## config.mk

```make
export PLATFORM = sky130hd
export DESIGN_NAME = sort_fifo_reader
export DESIGN_NICKNAME = d
export VERILOG_FILES = /design/src/rtl/sort_fifo_reader.sv
export SDC_FILE = /design/constraint.sdc
export NUM_CORES = 1
export LEC_CHECK = 0
export ABC_AREA = 1
export CAP_MARGIN = 10
export CELL_PAD_IN_SITES_DETAIL_PLACEMENT = 1
export CELL_PAD_IN_SITES_GLOBAL_PLACEMENT = 1
export CORE_UTILIZATION = 35
export CTS_CLUSTER_DIAMETER = 120
export CTS_CLUSTER_SIZE = 30
export DETAILED_ROUTE_END_ITERATION = 7
export PLACE_DENSITY = 0.62
export SLEW_MARGIN = 5
export SYNTH_ARGS = -nofsm -noshare
export SYNTH_HDL_FRONTEND = slang
export SYNTH_SLANG_ARGS = --single-unit
```

## constraint.sdc

```tcl
create_clock -name clk -period 2.94 [get_ports clk]
set_input_delay 0.588 -clock clk [delete_from_list [all_inputs] [get_ports clk]]
set_output_delay 0.588 -clock clk [all_outputs]
set_load 0.03 [all_outputs]
```

## src/rtl/sort_fifo_reader.sv

```systemverilog
// -----------------------------------------------------------------------------
// sort_fifo_reader
//
// Drain stage behind the packet validator/sorter. Sorted packets arrive on a
// push port, one per cycle. Each packet goes into one of two circular FIFOs:
// the "valid" FIFO or the "invalid" FIFO. A host drains the FIFOs through an
// AXI4-Lite read channel (AR/R only).
//
// Address map
//   0x00  pop the valid FIFO   (SLVERR with RDATA=0 when empty)
//   0x04  pop the invalid FIFO (SLVERR with RDATA=0 when empty)
//   0x08  status word          (only when SORT_RD_STATUS_EN is defined)
//   other DECERR, RDATA=0, nothing popped
//
// Optional feature macro: SORT_RD_STATUS_EN
//   When defined, 0x08 returns
//     {8'hA5, 3'b0, overflow, ival_empty, val_empty, ival_full, val_full,
//      ival_count (8 bits), val_count (8 bits)}
//   and reading it clears the sticky overflow flag (a same-cycle drop wins).
//   When undefined, 0x08 decodes as DECERR and only rst clears overflow.
//
// Ports
//   clk, rst                 single clock, synchronous active-high reset
//   push_en/push_valid       push strobe and FIFO select (1 = valid FIFO)
//   push_data [WIDTH]        packet to store
//   ARADDR/ARVALID/ARREADY   AXI4-Lite read address channel
//   RDATA/RRESP/RVALID/RREADY AXI4-Lite read data channel
//   val_count/ival_count     FIFO occupancies (PTR_W+1 bits)
//   val_full/val_empty/ival_full/ival_empty  flags derived from the counts
//   overflow                 sticky: a push was dropped because of a full FIFO
// -----------------------------------------------------------------------------
module sort_fifo_reader #(
  parameter int WIDTH = 32,
  parameter int DEPTH = 8,
  parameter int PTR_W = $clog2(DEPTH)
) (
  input  logic             clk,
  input  logic             rst,
  input  logic             push_en,
  input  logic             push_valid,
  input  logic [WIDTH-1:0] push_data,
  input  logic [31:0]      ARADDR,
  input  logic             ARVALID,
  output logic             ARREADY,
  output logic [WIDTH-1:0] RDATA,
  output logic [1:0]       RRESP,
  output logic             RVALID,
  input  logic             RREADY,
  output logic [PTR_W:0]   val_count,
  output logic [PTR_W:0]   ival_count,
  output logic             val_full,
  output logic             val_empty,
  output logic             ival_full,
  output logic             ival_empty,
  output logic             overflow
);

  localparam logic [PTR_W:0]   FULL_CNT = (PTR_W+1)'(DEPTH);
  localparam logic [PTR_W:0]   CNT_ONE  = (PTR_W+1)'(1);
  localparam logic [PTR_W-1:0] PTR_ONE  = PTR_W'(1);

  localparam logic [1:0] RESP_OKAY   = 2'b00;
  localparam logic [1:0] RESP_SLVERR = 2'b10;
  localparam logic [1:0] RESP_DECERR = 2'b11;

  localparam logic [0:0] ST_IDLE = 1'b0;
  localparam logic [0:0] ST_RESP = 1'b1;

  logic [0:0] state;

  logic [WIDTH-1:0] val_mem  [DEPTH];
  logic [WIDTH-1:0] ival_mem [DEPTH];

  logic [PTR_W-1:0] val_wr_ptr, val_rd_ptr;
  logic [PTR_W-1:0] ival_wr_ptr, ival_rd_ptr;

  logic accept;
  logic sel_val, sel_ival;
  logic val_push_ok, ival_push_ok, drop;
  logic val_pop_ok, ival_pop_ok;

  logic [WIDTH-1:0] rd_data_nxt;
  logic [1:0]       rd_resp_nxt;

  assign val_full   = (val_count == FULL_CNT);
  assign ival_full  = (ival_count == FULL_CNT);
  assign val_empty  = (val_count == '0);
  assign ival_empty = (ival_count == '0);

  // ARREADY is combinational so it is low throughout reset and high in the
  // very first cycle after reset is released.
  assign ARREADY = (state == ST_IDLE) && !rst;
  assign RVALID  = (state == ST_RESP);
  assign accept  = ARVALID && ARREADY;

  assign sel_val  = (ARADDR == 32'h0000_0000);
  assign sel_ival = (ARADDR == 32'h0000_0004);

  // Full/empty decisions use the counts from before this edge, so a push to a
  // full FIFO is dropped even if that FIFO pops in the same cycle, and a pop
  // of an empty FIFO errors even if that FIFO is pushed in the same cycle.
  assign val_push_ok  = push_en && push_valid && !val_full;
  assign ival_push_ok = push_en && !push_valid && !ival_full;
  assign drop         = push_en && (push_valid ? val_full : ival_full);
  assign val_pop_ok   = accept && sel_val && !val_empty;
  assign ival_pop_ok  = accept && sel_ival && !ival_empty;

`ifdef SORT_RD_STATUS_EN
  logic        sel_stat;
  logic [31:0] status_word;

  assign sel_stat    = (ARADDR == 32'h0000_0008);
  assign status_word = {8'hA5, 3'b000, overflow, ival_empty, val_empty,
                        ival_full, val_full, 8'(ival_count), 8'(val_count)};
`endif

  // Response decode for the address presented in the accept cycle.
  always_comb begin
    rd_data_nxt = '0;
    rd_resp_nxt = RESP_DECERR;
    if (sel_val) begin
      if (!val_empty) begin
        rd_data_nxt = val_mem[val_rd_ptr];
        rd_resp_nxt = RESP_OKAY;
      end else begin
        rd_resp_nxt = RESP_SLVERR;
      end
    end else if (sel_ival) begin
      if (!ival_empty) begin
        rd_data_nxt = ival_mem[ival_rd_ptr];
        rd_resp_nxt = RESP_OKAY;
      end else begin
        rd_resp_nxt = RESP_SLVERR;
      end
    end
`ifdef SORT_RD_STATUS_EN
    else if (sel_stat) begin
      rd_data_nxt = WIDTH'(status_word);
      rd_resp_nxt = RESP_OKAY;
    end
`endif
  end

  // Read FSM: RDATA/RRESP are captured at accept and held until RREADY.
  always_ff @(posedge clk) begin
    if (rst) begin
      state <= ST_IDLE;
      RDATA <= '0;
      RRESP <= RESP_OKAY;
    end else begin
      case (state)
        ST_IDLE: begin
          if (accept) begin
            RDATA <= rd_data_nxt;
            RRESP <= rd_resp_nxt;
            state <= ST_RESP;
          end
        end
        default: begin
          if (RREADY) begin
            state <= ST_IDLE;
          end
        end
      endcase
    end
  end

  // FIFO storage is deliberately not reset.
  always_ff @(posedge clk) begin
    if (val_push_ok) begin
      val_mem[val_wr_ptr] <= push_data;
    end
    if (ival_push_ok) begin
      ival_mem[ival_wr_ptr] <= push_data;
    end
  end

  // Pointers wrap naturally because DEPTH is a power of two.
  always_ff @(posedge clk) begin
    if (rst) begin
      val_wr_ptr  <= '0;
      val_rd_ptr  <= '0;
      ival_wr_ptr <= '0;
      ival_rd_ptr <= '0;
      val_count   <= '0;
      ival_count  <= '0;
    end else begin
      if (val_push_ok)  val_wr_ptr  <= val_wr_ptr + PTR_ONE;
      if (val_pop_ok)   val_rd_ptr  <= val_rd_ptr + PTR_ONE;
      if (ival_push_ok) ival_wr_ptr <= ival_wr_ptr + PTR_ONE;
      if (ival_pop_ok)  ival_rd_ptr <= ival_rd_ptr + PTR_ONE;

      if (val_push_ok && !val_pop_ok) begin
        val_count <= val_count + CNT_ONE;
      end else if (val_pop_ok && !val_push_ok) begin
        val_count <= val_count - CNT_ONE;
      end

      if (ival_push_ok && !ival_pop_ok) begin
        ival_count <= ival_count + CNT_ONE;
      end else if (ival_pop_ok && !ival_push_ok) begin
        ival_count <= ival_count - CNT_ONE;
      end
    end
  end

  // Sticky overflow; with the status feature a status read clears it, but a
  // drop in the same cycle takes priority.
  always_ff @(posedge clk) begin
    if (rst) begin
      overflow <= 1'b0;
    end else if (drop) begin
      overflow <= 1'b1;
    end
`ifdef SORT_RD_STATUS_EN
    else if (accept && sel_stat) begin
      overflow <= 1'b0;
    end
`endif
  end

endmodule
```

==> results.json <==
{
  "via_count": 17060,
  "cts_tree": "built",
  "core_area_um2": 69070,
  "synth-simple-area-share_pct": 23.21,
  "cts_sinks": 574,
  "sequentialPowerShare_pct": 65.3,
  "die-area_um2": 71400,
  "min_to": "RRESP[0]",
  "synth-adder-area-share_pct": 0.6709,
  "setup_viol": 0,
  "fin_skew_ns": 0.03651,
  "switching_power_mw": 3.046,
  "drive_gt1_share_pct": 4.799,
  "ff2ff_setup_slack_ns": 0.57,
  "place.gp.congestion": 0.7449,
  "drc": 0,
  "die_x_um": 267.2,
  "numCtsBuffers": 23,
  "initial_core_util_pct": 35.64,
  "slew_violations": 0,
  "r2r_start": "val_count[0]",
  "async_flop_share_pct": 0,
  "n_fill_cell": 7661,
  "tightest_slew_ns": 0.8468,
  "grt_max_degree": 129,
  "drt-total-wl_mm": 72.18,
  "slowest_stage": "clkdlybuf4s50_1",
  "min_from": "rst",
  "tns_ns": 0,
  "synth_edf_count": 512,
  "synthFlopType": "edfxtp_1",
  "synthMuxAreaShare_pct": 0,
  "rsz0062_at_grt": "no",
  "dp_hpwl_mm": 40.41,
  "vdd_ir_drop_max_v": 0.0003522,
  "clockPowerShare_pct": 29.3,
  "instances_no_fill": 3495,
  "avgSynthCellArea_um2": 9.966,
  "slew_headroom_pct": 43.54,
  "switching_share_pct": 22.07,
  "antenna_left": 0,
  "synth_seq_cells": 574,
  "hold_buffers": 0,
  "dp_cells": 3453,
  "comb_power_share_pct": 5.4,
  "cts_root_buffer": "clkbuf_16",
  "critPathMaxStageDelay_ns": 0.67,
  "finalNetCount": 2629,
  "endpoint_kind": "primary output",
  "seq_area_frac_synth_pct": 67.50,
  "via_per_inst": 4.882,
  "fin_ws_ns": 0.1987,
  "crit_arrival_ns": 2.15,
  "worstSetupPathType": "reg2out",
  "powerDensity_nw_per_um2": 495.2,
  "worst-path-max-fanout": 7,
  "clkTransAtPathRegs_ns": 0.12,
  "clkLatencyLatePin_ns": 0.59,
  "grtUsageTotal_pct": 20.37,
  "ys_warn_count": 0,
  "finalHoldViolCount": 0,
  "synth.distinct_cells": 28,
  "synth_area_um2": 24620,
  "synth_top_family_by_area": "simple AND/OR/NAND/NOR gates",
  "fmax_ghz": 0.3648,
  "synth_nets": 2552,
  "regArea_um2": 16630,
  "grt_pass1_vias": 17720,
  "p_int_mw": 10.76,
  "syn_inst": 2470,
  "area_growth_pct": 13.25,
  "h-tree-depth": 1,
  "max_cap_violations": 0,
  "multi_input_area_um2": 6382,
  "ios": 119,
  "post-place-ws_ns": -0.1795,
  "final_cell_mix": "907 x nand2_1, 512 x edfxtp_1, 289 x inv_1",
  "fp.dieH_um": 267.2,
  "fin_crit_sh_pct": 93.24,
  "crit_path_start_kind": "flip-flop",
  "regToRegEndpoint": "val_count[3]",
  "fp-row-count": 96,
  "cp_cell_sequence": "nor2_1, nand2_1, inv_1, clkdlybuf4s50_1",
  "fin_crit_ns": 2.741,
  "gr-total-overflow": 0,
  "status": "complete, no violations",
  "dr.first_iter.drc_count": 1051,
  "synth_xor_area_share_pct": 0.1779,
  "synth_compound_area_share_pct": 1.383,
  "r2r_cells": 14,
  "timing.hold.worst_path_depth": 4,
  "clock_path_buffers": 3,
  "final_common_cell": "nand2_1",
  "worstPathRequired_ns": 2.35,
  "dr.pass1.iters": 7,
  "antenna_found_initial": 3,
  "grt_pass1_wl_mm": 108.8,
  "io_buffers": 118,
  "worstHoldPathType": "in2reg",
  "wire_per_inst_um": 20.65,
  "leakage_nw": 11.17
}
==> cell type report <==
cell class                 instances  share of cell area (%)
inverter                         293                   3.990
sequential                       574                   59.66
timing repair buffer             171                   6.867
antenna                            1                0.008977
tap                              931                   4.179
multi-input combinational       1484                   22.89
clock inverter                     1                  0.1077
clock buffer                      40                   2.294
==> critical path, delay by kind of cell (launching register included) <==
family | cells | cell delay (ns)
buffers and inverters | 2 | 0.78
and+or+nand+nor | 2 | 0.39
DFF | 1 | 0.39
==> cells by family (layout without fill, tap and decap cells) <==
family,Yosys count,in the layout
other cells,0,1
buf+inv,412,505
fa+ha+maj,12,12
flops,574,574
simple gates,1400,1400
compound gates,67,67
xor+xnor,5,5
==> power by group through the flow <==
| stage | sequential [mW] | combinational, mW | clock [mW] |
|---|---|---|---|
| 5_1_grt | 9.03 | 0.812 | 4.37 |
| 3_3_place_gp | 9.20 | 0.725 | 0 |
| 6_report | 9.02 | 0.743 | 4.04 |
| 2_1_floorplan | 9.23 | 0.296 | 0 |
| 4_1_cts | 9.02 | 0.756 | 4.14 |
| 3_5_place_dp | 9.21 | 0.754 | 0 |
==> per-layer routing <==
metal  global-route usage, %  part of all wire [%]
met1                   26.00                    44
met2                   37.00                    51
met3                   1.912                   3.2
met4                   4.737                   2.3
met5                       0                 0.037
==> what timing repair did <==
action | CTS | global route
resized for setup | 0 | 1
buffers inserted | 0 | 0
endpoints found under the setup margin | 0 | 1
==> synth_stat cells (2+ instances only) <==
| cell type | count | area, um2 |
|---|---|---|
| a21oi_1 | 21 | 105.1 |
| buf_1 | 9 | 33.78 |
| buf_2 | 62 | 310.3 |
| buf_4 | 9 | 67.56 |
| buf_6 | 10 | 112.6 |
| clkbuf_1 | 29 | 108.9 |
| dfxtp_1 | 62 | 1241 |
| edfxtp_1 | 512 | 15370 |
| fa_1 | 2 | 40.04 |
| ha_1 | 10 | 125.1 |
| inv_1 | 290 | 1089 |
| inv_2 | 2 | 7.510 |
| nand2_1 | 907 | 3405 |
| nand2_4 | 3 | 33.78 |
| nand3_1 | 266 | 1331 |
| nand4_1 | 3 | 18.77 |
| nor2_1 | 201 | 754.5 |
| nor2_2 | 12 | 75.07 |
| nor2_8 | 3 | 60.06 |
| nor3_1 | 2 | 10.01 |
| o21ai_0 | 34 | 170.2 |
| o21ai_1 | 10 | 50.05 |
| o31ai_1 | 2 | 15.01 |
| xor2_1 | 5 | 43.79 |
==> how the worst max path moves through the flow <==
stage          cells after the start  slack (ns)          start       endpoint
3_5_place_dp                      16       -0.18     ARADDR[31]   val_count[3]
2_1_floorplan                      6       -0.02   val_count[0]  val_mem[0][0]
6_report                           4        0.20  ival_count[0]     ival_empty
4_1_cts                            4        0.06   val_count[0]      val_empty
5_1_grt                            4        0.03  ival_count[0]     ival_empty
3_3_place_gp                      16       -0.08      ARADDR[1]   val_count[3]
==> through the flow <==
stage	total power [mW]	area, um2	hold WS (ns)	util (%)
2_1_floorplan	9.531	24620	0.4587	-
3_3_place_gp	9.926	27200	0.4548	39.39
3_5_place_dp	9.961	27200	0.4673	39.39
4_1_cts	13.92	27870	0.4237	40.36
5_1_grt	14.22	27880	0.4647	40.36
6_report	13.80	27880	0.4479	40.36
==> flip-flops by register name, indices dropped and copies added (netlist names), named ones only <==
signal and cells:
overflow 1, RDATA 32, val_count 4, ival_wr_ptr 3, ival_count 4, val_mem 256, val_wr_ptr 3, ival_rd_ptr 3
val_rd_ptr 3, RRESP 2, RVALID 1, ival_mem 256
Note: power is estimated with default switching activity, not from simulation.
